## config.mk

```make
export PLATFORM = sky130hd
export DESIGN_NAME = usb_pkt_serializer
export DESIGN_NICKNAME = d
export VERILOG_FILES = /design/src/rtl/usb_pkg.sv /design/src/rtl/usb_crc_serial.sv /design/src/rtl/usb_pkt_serializer.sv
export SDC_FILE = /design/constraint.sdc
export NUM_CORES = 1
export LEC_CHECK = 0
export BUFFER_PORTS_ARGS = -buffer_cell sky130_fd_sc_hd__buf_2
export CORE_MARGIN = 2
export CORE_UTILIZATION = 25
export CTS_BUF_LIST = sky130_fd_sc_hd__clkbuf_4 sky130_fd_sc_hd__clkbuf_8
export DETAILED_ROUTE_END_ITERATION = 8
export GPL_TIMING_DRIVEN = 0
export PLACE_DENSITY = 0.39
export SYNTH_ARGS = -nofsm -noshare
export SYNTH_HDL_FRONTEND = slang
export SYNTH_SLANG_ARGS = --single-unit
```

## constraint.sdc

```tcl
create_clock -name clk -period 3.15 [get_ports clk]
set_input_delay 0.4725 -clock clk [delete_from_list [all_inputs] [get_ports clk]]
set_output_delay 0.4725 -clock clk [all_outputs]
set_load 0.01 [all_outputs]
```

## src/rtl/usb_pkg.sv

```systemverilog
// Shared types and constants for the USB-style packet serializer.
package usb_pkg;

  typedef enum logic [3:0] {
    PID_OUT   = 4'b0001,
    PID_IN    = 4'b1001,
    PID_DATA0 = 4'b0011,
    PID_ACK   = 4'b0010,
    PID_NAK   = 4'b1010
  } pid_t;

  typedef enum logic [2:0] {
    IDLE,
    LOAD,
    S_PID,
    S_ADDR,
    S_ENDP,
    S_CRC5,
    S_DATA,
    S_CRC16
  } state_t;

  localparam logic [4:0]  CRC5_POLY  = 5'h05;
  localparam logic [4:0]  CRC5_INIT  = 5'h1F;
  localparam logic [15:0] CRC16_POLY = 16'h8005;
  localparam logic [15:0] CRC16_INIT = 16'hFFFF;

  localparam int unsigned PID_BITS   = 8;
  localparam int unsigned ADDR_BITS  = 7;
  localparam int unsigned ENDP_BITS  = 4;
  localparam int unsigned CRC5_BITS  = 5;
  localparam int unsigned CRC16_BITS = 16;

  // True for the PIDs this serializer knows how to send.
  function automatic logic pid_known(input logic [3:0] p);
    return (p == PID_OUT) || (p == PID_IN) || (p == PID_DATA0) ||
           (p == PID_ACK) || (p == PID_NAK);
  endfunction

endpackage

```

## src/rtl/usb_crc_serial.sv

```systemverilog
// Bit-serial CRC LFSR: one message bit per enabled cycle, MSB-side feedback.
module usb_crc_serial #(
  parameter int unsigned   W    = 5,
  parameter logic [W-1:0]  POLY = '0,
  parameter logic [W-1:0]  INIT = '1
) (
  input  logic         clk,
  input  logic         rst_L,
  input  logic         clr,
  input  logic         en,
  input  logic         din,
  output logic [W-1:0] crc
);

  logic [W-1:0] crc_q, crc_d;
  logic         fb;

  // Next remainder: clear to INIT, or shift in one bit with polynomial feedback.
  always_comb begin
    fb    = crc_q[W-1] ^ din;
    crc_d = crc_q;
    if (clr) begin
      crc_d = INIT;
    end else if (en) begin
      crc_d = {crc_q[W-2:0], 1'b0} ^ (fb ? POLY : '0);
    end
  end

  // Remainder register.
  always_ff @(posedge clk or negedge rst_L) begin
    if (!rst_L) crc_q <= INIT;
    else        crc_q <= crc_d;
  end

  assign crc = crc_q;

endmodule

```

## src/rtl/usb_pkt_serializer.sv

```systemverilog
// Packet serializer: captures PID/token/payload by handshake and shifts the
// packet out LSB first, one bit per unpaused cycle, appending CRC5 or CRC16.
module usb_pkt_serializer
  import usb_pkg::*;
#(
  parameter  int unsigned DATA_BYTES = 8,
  localparam int unsigned LEN_W      = $clog2(DATA_BYTES + 1)
) (
  input  logic                    clk,
  input  logic                    rst_L,
  input  logic                    pktready,
  input  logic [3:0]              pid,
  input  logic [6:0]              addr,
  input  logic [3:0]              endp,
  input  logic [8*DATA_BYTES-1:0] data,
  input  logic [LEN_W-1:0]        len,
  input  logic                    pause,
  output logic                    outb,
  output logic                    sending,
  output logic                    gotpkt,
  output logic                    pktdone,
  output logic                    pkterr
);

  localparam int unsigned DATA_W = 8 * DATA_BYTES;
  localparam int unsigned CNT_W  = (LEN_W + 3 > 5) ? LEN_W + 3 : 5;

  state_t              state_q, state_d;
  logic [CNT_W-1:0]    cnt_q, cnt_d;
  logic [3:0]          pid_q, pid_d;
  logic [6:0]          addr_q, addr_d;
  logic [3:0]          endp_q, endp_d;
  logic [DATA_W-1:0]   data_q, data_d;
  logic [LEN_W-1:0]    len_q, len_d;

  logic                crc5_clr, crc5_en;
  logic                crc16_clr, crc16_en;
  logic [CRC5_BITS-1:0]  crc5;
  logic [CRC16_BITS-1:0] crc16;

  logic                pkt_valid;
  logic                field_last;
  state_t              nxt;
  logic [7:0]          pid_byte;
  logic [2:0]          crc5_idx;
  logic [CNT_W-1:0]    data_bits_m1;

  // Next-state, field sequencing and serial output; field_last/nxt describe
  // the current field so the counter and state step in one shared place.
  always_comb begin
    state_d      = state_q;
    cnt_d        = cnt_q;
    pid_d        = pid_q;
    addr_d       = addr_q;
    endp_d       = endp_q;
    data_d       = data_q;
    len_d        = len_q;
    outb         = 1'b0;
    sending      = 1'b0;
    gotpkt       = 1'b0;
    pktdone      = 1'b0;
    pkterr       = 1'b0;
    crc5_clr     = 1'b0;
    crc5_en      = 1'b0;
    crc16_clr    = 1'b0;
    crc16_en     = 1'b0;
    field_last   = 1'b0;
    nxt          = IDLE;
    pid_byte     = {~pid_q, pid_q};
    crc5_idx     = 3'd4 - cnt_q[2:0];
    data_bits_m1 = CNT_W'({len_q, 3'b000}) - CNT_W'(1);
    pkt_valid    = pid_known(pid) && (len <= LEN_W'(DATA_BYTES));

    case (state_q)
      IDLE: begin
        cnt_d = '0;
        if (pktready) state_d = LOAD;
      end
      LOAD: begin
        gotpkt    = 1'b1;
        pid_d     = pid;
        addr_d    = addr;
        endp_d    = endp;
        data_d    = data;
        len_d     = len;
        crc5_clr  = 1'b1;
        crc16_clr = 1'b1;
        cnt_d     = '0;
        if (pkt_valid) begin
          state_d = S_PID;
        end else begin
          pkterr  = 1'b1;
          state_d = IDLE;
        end
      end
      S_PID: begin
        sending    = 1'b1;
        outb       = pid_byte[cnt_q[2:0]];
        field_last = (cnt_q[2:0] == 3'd7);
        if ((pid_q == PID_OUT) || (pid_q == PID_IN)) nxt = S_ADDR;
        else if (pid_q == PID_DATA0)                 nxt = (len_q == '0) ? S_CRC16 : S_DATA;
        else                                         nxt = IDLE;
      end
      S_ADDR: begin
        sending    = 1'b1;
        outb       = addr_q[cnt_q[2:0]];
        crc5_en    = !pause;
        field_last = (cnt_q[2:0] == 3'd6);
        nxt        = S_ENDP;
      end
      S_ENDP: begin
        sending    = 1'b1;
        outb       = endp_q[cnt_q[1:0]];
        crc5_en    = !pause;
        field_last = (cnt_q[1:0] == 2'd3);
        nxt        = S_CRC5;
      end
      S_CRC5: begin
        sending    = 1'b1;
        outb       = ~crc5[crc5_idx];
        field_last = (cnt_q[2:0] == 3'd4);
        nxt        = IDLE;
      end
      S_DATA: begin
        sending    = 1'b1;
        outb       = data_q[0];
        crc16_en   = !pause;
        if (!pause) data_d = data_q >> 1;
        field_last = (cnt_q == data_bits_m1);
        nxt        = S_CRC16;
      end
      S_CRC16: begin
        sending    = 1'b1;
        outb       = ~crc16[~cnt_q[3:0]];
        field_last = (cnt_q[3:0] == 4'hF);
        nxt        = IDLE;
      end
      default: state_d = IDLE;
    endcase

    // Shared bit/field advance for all shifting states; pause freezes everything.
    if (sending && !pause) begin
      if (field_last) begin
        cnt_d   = '0;
        state_d = nxt;
        pktdone = (nxt == IDLE);
      end else begin
        cnt_d = cnt_q + CNT_W'(1);
      end
    end
  end

  // State, bit counter and captured packet fields.
  always_ff @(posedge clk or negedge rst_L) begin
    if (!rst_L) begin
      state_q <= IDLE;
      cnt_q   <= '0;
      pid_q   <= '0;
      addr_q  <= '0;
      endp_q  <= '0;
      data_q  <= '0;
      len_q   <= '0;
    end else begin
      state_q <= state_d;
      cnt_q   <= cnt_d;
      pid_q   <= pid_d;
      addr_q  <= addr_d;
      endp_q  <= endp_d;
      data_q  <= data_d;
      len_q   <= len_d;
    end
  end

  usb_crc_serial #(.W(CRC5_BITS), .POLY(CRC5_POLY), .INIT(CRC5_INIT)) u_crc5 (
    .clk   (clk),
    .rst_L (rst_L),
    .clr   (crc5_clr),
    .en    (crc5_en),
    .din   (outb),
    .crc   (crc5)
  );

  usb_crc_serial #(.W(CRC16_BITS), .POLY(CRC16_POLY), .INIT(CRC16_INIT)) u_crc16 (
    .clk   (clk),
    .rst_L (rst_L),
    .clr   (crc16_clr),
    .en    (crc16_en),
    .din   (outb),
    .crc   (crc16)
  );

endmodule

```

### Word level (Yosys, flattened, before mapping)

Index checks and enable logic that the tools add are counted.

* $add $sub $neg: 3
* magnitude comparators: 5
* eq/ne operators: 22
* mux-type cells: 40
* bitwise gates (word level): 8
* reduce and logical (&&, ||, !) cells: 19

Operator list (count)
* $pmux 64 s2: 1
* $mux 64: 1
* $mux 16: 3
* $eq 3x3->1 const B: 7
* $mux 7: 3
* $mux 3: 6
* $eq 4x4->1 const B: 4
* $xor 16x16->16: 1
* $mux 1: 14
* $eq 4x2->1 const B: 3
* $pmux 1 s6: 2
* $pmux 3 s4: 1
* $mux 5: 2
* $bmux 1 s3: 3
* $eq 4x1->1 const B: 2
* $lt 3x4->1 const B: 2
* $not 4->4: 2
* $reduce_bool 2->1: 4
* $add 7x1->7 const B: 1
* $eq 7x7->1: 1
* $sub 7x1->7 const B: 1
* $eq 3x2->1 const B: 2
* $logic_not 3->1: 2
* $pmux 3 s2: 1
* other kinds (20): 28

* bits in registers: 114
* input bits: 87
* word-level logic and storage cells: 106

### Depth between registers and ports, before layout

Gate-level depths: netlist (run 1).

* depth after elaboration: 10
* depth in mapped cells: 12
* mapped depth without buffers: 9

### Cells and area by module

From an unflattened synthesis (run 1), not the netlist that was laid out.

* cells, all modules: 524
* area total of the unflattened synthesis: 5736.8 um2

Modules (own cells, without submodules)
* usb_pkt_serializer: times used 1, cells an instance 450, area an instance 4763.3 um2, sequential area each 2327.2 um2
* usb_crc_serial (u_crc16): times used 1, cells an instance 56, area an instance 726.9 um2, sequential area each 420.4 um2
* usb_crc_serial (u_crc5): times used 1, cells an instance 18, area an instance 246.5 um2, sequential area each 131.4 um2

### Worst setup path after synthesis (run 1)

Ideal clock, no wire load.

* path type: register to output
* start point: reg cnt_q[0]
* end point: out outb
* arrival: 2.017 ns
* data required time: 2.677 ns
* slack: 0.661 ns
* stages on the path, launching flop included: 11
* path buffers: 3
* cell sequence: dfrtp_1 > buf_6 > buf_6 > inv_1 > ha_1 > ha_1 > nand2_1 > nor3_1 > o41ai_1 > or4_1 > buf_6

* cells in the longest elaborated chain, start to end: 5
* elaborated cells between the ends (all ways): 15
* those cells by class: add/sub: 1; mux: 11; bitwise: 3

Ends and longest elaborated chain
* start: declaration: line usb_pkt_serializer.sv:29 `logic [CNT_W-1:0] cnt_q, cnt_d;`
* start signal: assignment: line usb_pkt_serializer.sv:165 `cnt_q <= cnt_d;`
* $sub 3x3->3 or $not 4->4 (tied branches): line usb_pkt_serializer.sv:70, usb_pkt_serializer.sv:134
* $bmux 1 s3 or $bmux 1 s4 (tied branches): line usb_pkt_serializer.sv:120, usb_pkt_serializer.sv:134
* $mux 1, on equally long branches: line usb_pkt_serializer.sv:120, usb_pkt_serializer.sv:134
* $not 1->1, on equally long branches: line usb_pkt_serializer.sv:120, usb_pkt_serializer.sv:134
* $pmux 1 s6 (*): line usb_pkt_serializer.sv:74 `case (state_q)`
* end: declaration: line usb_pkt_serializer.sv:18 `output logic outb,`

Mark *: on every way between the ends. The rest lies on a longest branch, timed or not. The select of a mux whose other input is x is not followed.

### Worst setup path after layout (run 1)

Same ends and word-level chain as after synthesis.

==> results of run 1 <==
==> cells in the final DEF, fill, tap and decap left out, types with 4 or more instances in the layout <==
cell type	n
dfrtp_1	92
nor2_1	90
buf_2	89
nand2_1	79
a21oi_1	69
mux2i_1	68
o21ai_0	29
clkbuf_1	21
dfstp_2	21
clkbuf_8	18
buf_1	11
nor3_1	9
buf_4	9
xnor2_1	8
inv_1	7
nand3_1	7
bufinv_16	6
buf_6	5
xor2_1	5
nor2b_1	5
nor3b_1	4
mux4_1	4
==> routing by layer <==
metal | track usage [%] | up-vias | share of wire, %
met5 | 0 | - | 0.083
met4 | 3.98 | 2 | 1.1
met3 | 3.97 | 19 | 4.9
met2 | 21.7 | 100 | 46
met1 | 18.0 | 2216 | 47
li1 | - | 2290 | -
==> worst min-delay path, delay by kind of cell <==
| family | cells | cell delay, ps |
|---|---|---|
| buf+inv | 1 | 80 |
| simple gates | 2 | 80 |
==> area by class of cell <==
class | count | area, um^2 | area share, %
flip-flops and latches | 114 | 2880 | 39.9
multi-input cells | 429 | 2680 | 37.1
repair buffers | 102 | 588 | 8.14
well taps | 285 | 357 | 4.94
clock buffers | 19 | 255 | 3.53
clock inverters | 13 | 231 | 3.21
plain buffers | 40 | 194 | 2.69
inverters | 9 | 37.5 | 0.520
==> sequential cells by signal, summed over array words and instances, names as in the netlist <==
signal	count
pid_q	4
cnt_q	7
len_q	4
state_q	3
endp_q	4
u_crc16.crc	16
addr_q	7
data_q	64
u_crc5.crc	5
==> per-stage QoR <==
| stage | hold WS (ps) | utilization (%) | worst slack, ps | total power (W) |
|---|---|---|---|---|
| 2_1_floorplan | 177 | - | 661 | 0.00428 |
| 3_3_place_gp | 460 | 29.0 | 6.17 | 0.00493 |
| 3_5_place_dp | 373 | 29.2 | -67.4 | 0.00498 |
| 4_1_cts | 199 | 31.6 | -175 | 0.00679 |
| 5_1_grt | 204 | 32.0 | -156 | 0.00741 |
| 6_report | 228 | 32.0 | -34.6 | 0.00688 |
==> worst paths after layout <==
check / start / to / slack [ps] / cells past startpoint
max in group asynchronous: rst_L / u_crc16.crc[4] / 1930 / 3
min: endp[0] / endp_q[0] / 230 / 3
max: cnt_q[0] / outb / -30 / 11
min reg2reg: addr_q[0] / addr_q[0] / 480 / 2
max reg2reg: cnt_q[0] / u_crc16.crc[15] / 450 / 13
min in group asynchronous: rst_L / data_q[57] / 470 / 2
==> kinds of logic (layout without fill, tap and decap cells) <==
logic type | count (synthesis) | count (layout) | synth area share, %
flip-flops | 114 | 114 | 50.1
adder cells (fa/ha/maj) | 4 | 4 | 0.872
XOR/XNOR | 15 | 15 | 2.77
buffers and inverters | 50 | 183 | 3.70
AO/OA/AOI/OAI | 121 | 121 | 11.7
AND/OR/NAND/NOR | 212 | 212 | 15.6
multiplexers | 77 | 77 | 15.1
==> power by group <==
group	internal, W	total [W]	switching [W]
clock network	0.00105	0.00171	0.000656
logic	0.00127	0.00257	0.00131
registers	0.00217	0.00260	0.000422
total	0.00449	0.00688	0.00239
==> timing repair <==
item,CTS,global route
buffers inserted,2,8
pin swaps,0,2
hold buffers,1,0
gates cloned,0,0
endpoints found under the setup margin,33,5
hold endpoints to repair,28,0
resized for setup,7,11
==> run_results.csv, run 1 <==
group,metric,value,unit
layout,diodes,0,
synthesis,synth-seq-area-share,50.1,%
layout,final_cell_count_no_fill,1011,
synthesis,synth_top_area_cell,"dfrtp_1",
synthesis,synth_edf_count,0,
sta,tightest_slew,730,ps
setup_path,cp_top_family,"buffers and inverters",
global_route,grt_max_degree,87,
route,routedWlPerCell,15.6,um
synthesis,netlist_top_cells_area,"dfrtp_1 (41%), mux2i_1 (12%), dfstp_2 (9.6%), a21oi_1 (6.0%), nor2_1 (5.9%)",
sta,fin_ws,-34.6,ps
global_route,antenna_found_initial,1,
clocking,clk_pin_slew,70,ps
power,ir_worst_vdd,295,uV
clocking,clockBufferDepth,2,
clocking,root_buffer,"clkbuf_8",
sta,grt_setup_unrepaired,"true",
setup_path,critPathKind,"flop to output port",
route,dr_total_vias,4627,
sta,setup_viol,1,
route,vias_per_cell,4.58,
synthesis,syn_inst,593,
sta,fmax,314,MHz
sta,finClkSkew,10.6,ps
floorplanning,die_w,156,um
global_route,grt.total_usage,13.6,%
setup_path,path_cells,"buf_6 > buf_12 > clkinvlp_4 > ha_4 > ha_1 > nand2_1 > nor3_2 > o41ai_1 > or4_1 > buf_6 > buf_6",
power,p_leak,3.50,nW
layout,nFillCells,2398,
floorplanning,io_pins,92,
layout,final_area,0.00722,mm^2
layout,nNetsFinal,804,
synthesis,post-synth-top-count-cell,"dfrtp_1",
sta,drv_slew,0,
setup_path,cp-end-kind,"output port",
sta,slew_headroom,51.3,%
setup_path,worst-path-buf-inv,5,
layout,layout-drive-gt1-share,24.2,%
min_path,min_path_type,"input port to flop",
floorplanning,die_h,156,um
route,drt_pass1_iterations,4,
synthesis,yosys_warnings,0,
place,portBuffers,90,
route,drc,0,
route,first_iter_violations,220,
place,place.gp.congestion,0.762,
setup_path,startpoint_type,"flop",
clocking,cts_htree_levels,4,
floorplanning,start_util,25.4,%
synthesis,synthesis.nets,684,
route,wl,15700,um
sta,post-route-min-period,3180,ps
place,dpl.hpwl,11100,um
setup_path,max_stage_delay,500,ps
outcome,status,"complete, but fails checks",
global_route,grt_pass1_wl,25500,um
flow_run,max_cap_violations,0,
setup_path,crit_arrival,2710,ps
synthesis,synth_cell_type_count,51,
clocking,cts_tree,"yes",
clocking,cts_made_buffers,17,
synthesis,yosys-top-cells-count,"dfrtp_1 (93), nor2_1 (90), nand2_1 (79)",
clocking,insertion_delay,440,ps
clocking,cts.sinks,114,
power,power_density,953,mW/mm^2
synthesis,netlist_area,0.00574,mm^2
synthesis,synth_ff_type,"dfrtp_1",
sta,tns,-34.6,ps
setup_path,cp.required,2680,ps
floorplanning,die_area,0.0242,mm^2
place,dpl-instance-area,0.00658,mm^2
setup_path,slowest_stage,"or4_1",
sta,finalCritPeriodShare,101,%
synthesis,async_flop_share,100,%
sta,finalHoldViolCount,0,
layout,area_delta_synth_final,25.8,%
synthesis,post-synth-top-area-fraction,40.5,%
global_route,grt_pass1_vias,4851,
synthesis,synth_area_per_cell,9.68,um^2
setup_path,crit_top_cell,"buf_6",
global_route,grt_overflow,0,
floorplanning,coreArea,0.0226,mm^2
place,dp.cells,969,
setup_path,crit_fanout,10,
route,postRouteAntennaNets,0,
floorplanning,num_rows,55,
synthesis,synth-seq-cells,114,
outcome,violations,"negative setup slack",
Note: power is estimated with default switching activity, not from simulation.
==> run 2, diff against run 1 <==
Settings changed: PLACE_DENSITY 0.39 to 0.52.
==> run 2 against run 1 <==
The run now ends clean. Die area is the same. Clock power down 25%. Clock skew rose by 4.5 ps. Final area shrank 2.8%. Non-clock buffer count shrank 7. Critical path depth fell by 3. Utilization is 0.89 points lower. Routed wire length shrank 3.8%. Critical path type unchanged. Largest cell class unchanged.
==> run_results.csv, run 2 (same netlist as run 1, synthesis figures left out) <==
group,metric,value,unit
route,dr_total_vias,4599,
min_path,whs_path_depth,3,
setup_path,worst-path-buf-inv,4,
place,place.gp.congestion,0.771,
setup_path,crit-reg2reg-launch,"state_q[1]",
sta,post-route-min-period,3140,ps
global_route,antenna_found_initial,1,
sta,slew_headroom,49.6,%
setup_path,critPathKind,"flop to output port",
floorplanning,num_rows,55,
place,dp.cells,969,
global_route,grt.total_usage,12.8,%
layout,area_delta_synth_final,22.2,%
clocking,cts_tree,"yes",
sta,whs,224,ps
clocking,root_buffer,"clkbuf_8",
power,finalPower,0.00626,W
floorplanning,die_area,0.0242,mm^2
route,vias_per_cell,4.59,
layout,largest_reg_flops,64,
min_path,hold_path_end,"addr_q[2]",
route,drt_pass1_iterations,4,
setup_path,r2r_cells,6,
setup_path,crit_fanout,7,
setup_path,r2r_end,"data_q[55]",
floorplanning,io_pins,92,
sta,finalCritPeriodShare,99.8,%
layout,fin_util,31.1,%
layout,diodes,0,
setup_path,path_cells,"buf_6 > buf_12 > mux4_2 > o211ai_1 > o41ai_1 > or4_1 > buf_6 > buf_2",
place,dpl-instance-area,0.00658,mm^2
outcome,status,"completed",
layout,regMostFlops,"data_q",
layout,final_cell_count_no_fill,1001,
layout,layout-drive-gt1-share,23.2,%
global_route,grt_pass1_vias,4607,
sta,finClkSkew,15.1,ps
floorplanning,die_w,156,um
clocking,insertion_delay,440,ps
min_path,hold_start,"addr[2]",
setup_path,cp-end-kind,"output port",
route,routedWlPerCell,15.1,um
setup_path,crit_arrival,2670,ps
floorplanning,start_util,25.4,%
setup_path,crit_top_cell,"buf_6",
clocking,cts_htree_levels,4,
power,power_density,893,mW/mm^2
route,first_iter_violations,250,
clocking,clk_pin_slew,70,ps
sta,grt_setup_unrepaired,"true",
setup_path,r2r_slack,480,ps
route,drc,0,
floorplanning,coreArea,0.0226,mm^2
sta,tightest_slew,756,ps
setup_path,startpoint_type,"flop",
place,dpl.hpwl,10500,um
floorplanning,die_h,156,um
layout,final_area,0.00702,mm^2
flow_run,max_cap_violations,0,
clocking,cts.sinks,114,
sta,setup_viol,0,
route,postRouteAntennaNets,0,
power,p_leak,3.41,nW
sta,drv_slew,0,
layout,final_cell_mix,"dfrtp_1 (92), buf_2 (90), nor2_1 (90)",
setup_path,cp_top_family,"buffers and inverters",
clocking,clockBufferDepth,2,
sta,fmax,318,MHz
sta,finalHoldViolCount,0,
setup_path,max_stage_delay,520,ps
layout,nNetsFinal,797,
global_route,grt_overflow,0,
setup_path,slowest_stage,"mux4_2",
global_route,grt_pass1_wl,24400,um
global_route,grt_max_degree,92,
setup_path,cp.required,2680,ps
route,wl,15200,um
layout,final_common_cell,"dfrtp_1",
place,portBuffers,90,
min_path,min_path_type,"input port to flop",
clocking,cts_made_buffers,17,
power,ir_worst_vdd,328,uV
==> run 2: worst max path at each step <==
stage                     startpoint          to  cells past startpoint
final                       cnt_q[0]        outb                      8
after global routing        cnt_q[0]        outb                      8
after CTS                   cnt_q[0]        outb                      8
after detailed placement  state_q[2]  data_q[41]                      6
after global placement         rst_L  data_q[19]                      1
after floorplan             cnt_q[0]        outb                     10
==> run 2: where the power goes <==
group          switching [W]  total [W]  internal (W)
Clock               0.000590    0.00128      0.000693
Sequential          0.000403    0.00258       0.00218
Combinational        0.00126    0.00240       0.00114
Total                0.00225    0.00626       0.00401
==> run 2: cell type report <==
type                    instances  area, um^2
fillers                      2421       15600
flip-flops and latches        114        2880
multi-input cells             429        2680
repair buffers                 94         522
well taps                     285         357
clock buffers                  23         298
plain buffers                  41         194
clock inverters                 6        57.6
inverters                       9        33.8
==> run 2: per-layer routing <==
layer | vias to the layer above | part of all wire (%) | track usage, %
li1 | 2264 | - | -
met2 | 87 | 46 | 20.2
met4 | 2 | 1.4 | 4.19
met3 | 21 | 4.6 | 3.67
met5 | - | 0.086 | 0
met1 | 2225 | 48 | 17.1
==> run 2: repair_timing <==
| item | CTS | global route |
|---|---|---|
| resized for setup | 11 | 6 |
| hold buffers | 1 | 0 |
| buffers inserted | 2 | 0 |
| endpoints found under the setup margin | 3 | 32 |
| pin swaps | 0 | 1 |
| endpoints found under the hold margin | 23 | 0 |
==> run 2: through the flow <==
step                      setup TNS [ps]  setup WS, ps
after detailed placement               0           192
after CTS                          -21.1         -21.1
after floorplan                        0           661
after global placement             -2640         -36.7
final                                  0          7.10
after global routing                -172          -124
==> run 2: worst register-to-register path: cells and delay by family (launching register included) <==
family | cells | cell delay [ps]
and+or+nand+nor | 1 | 260
AOI/OAI and AO/OA | 2 | 640
buffers and inverters | 3 | 1250
DFF | 1 | 380
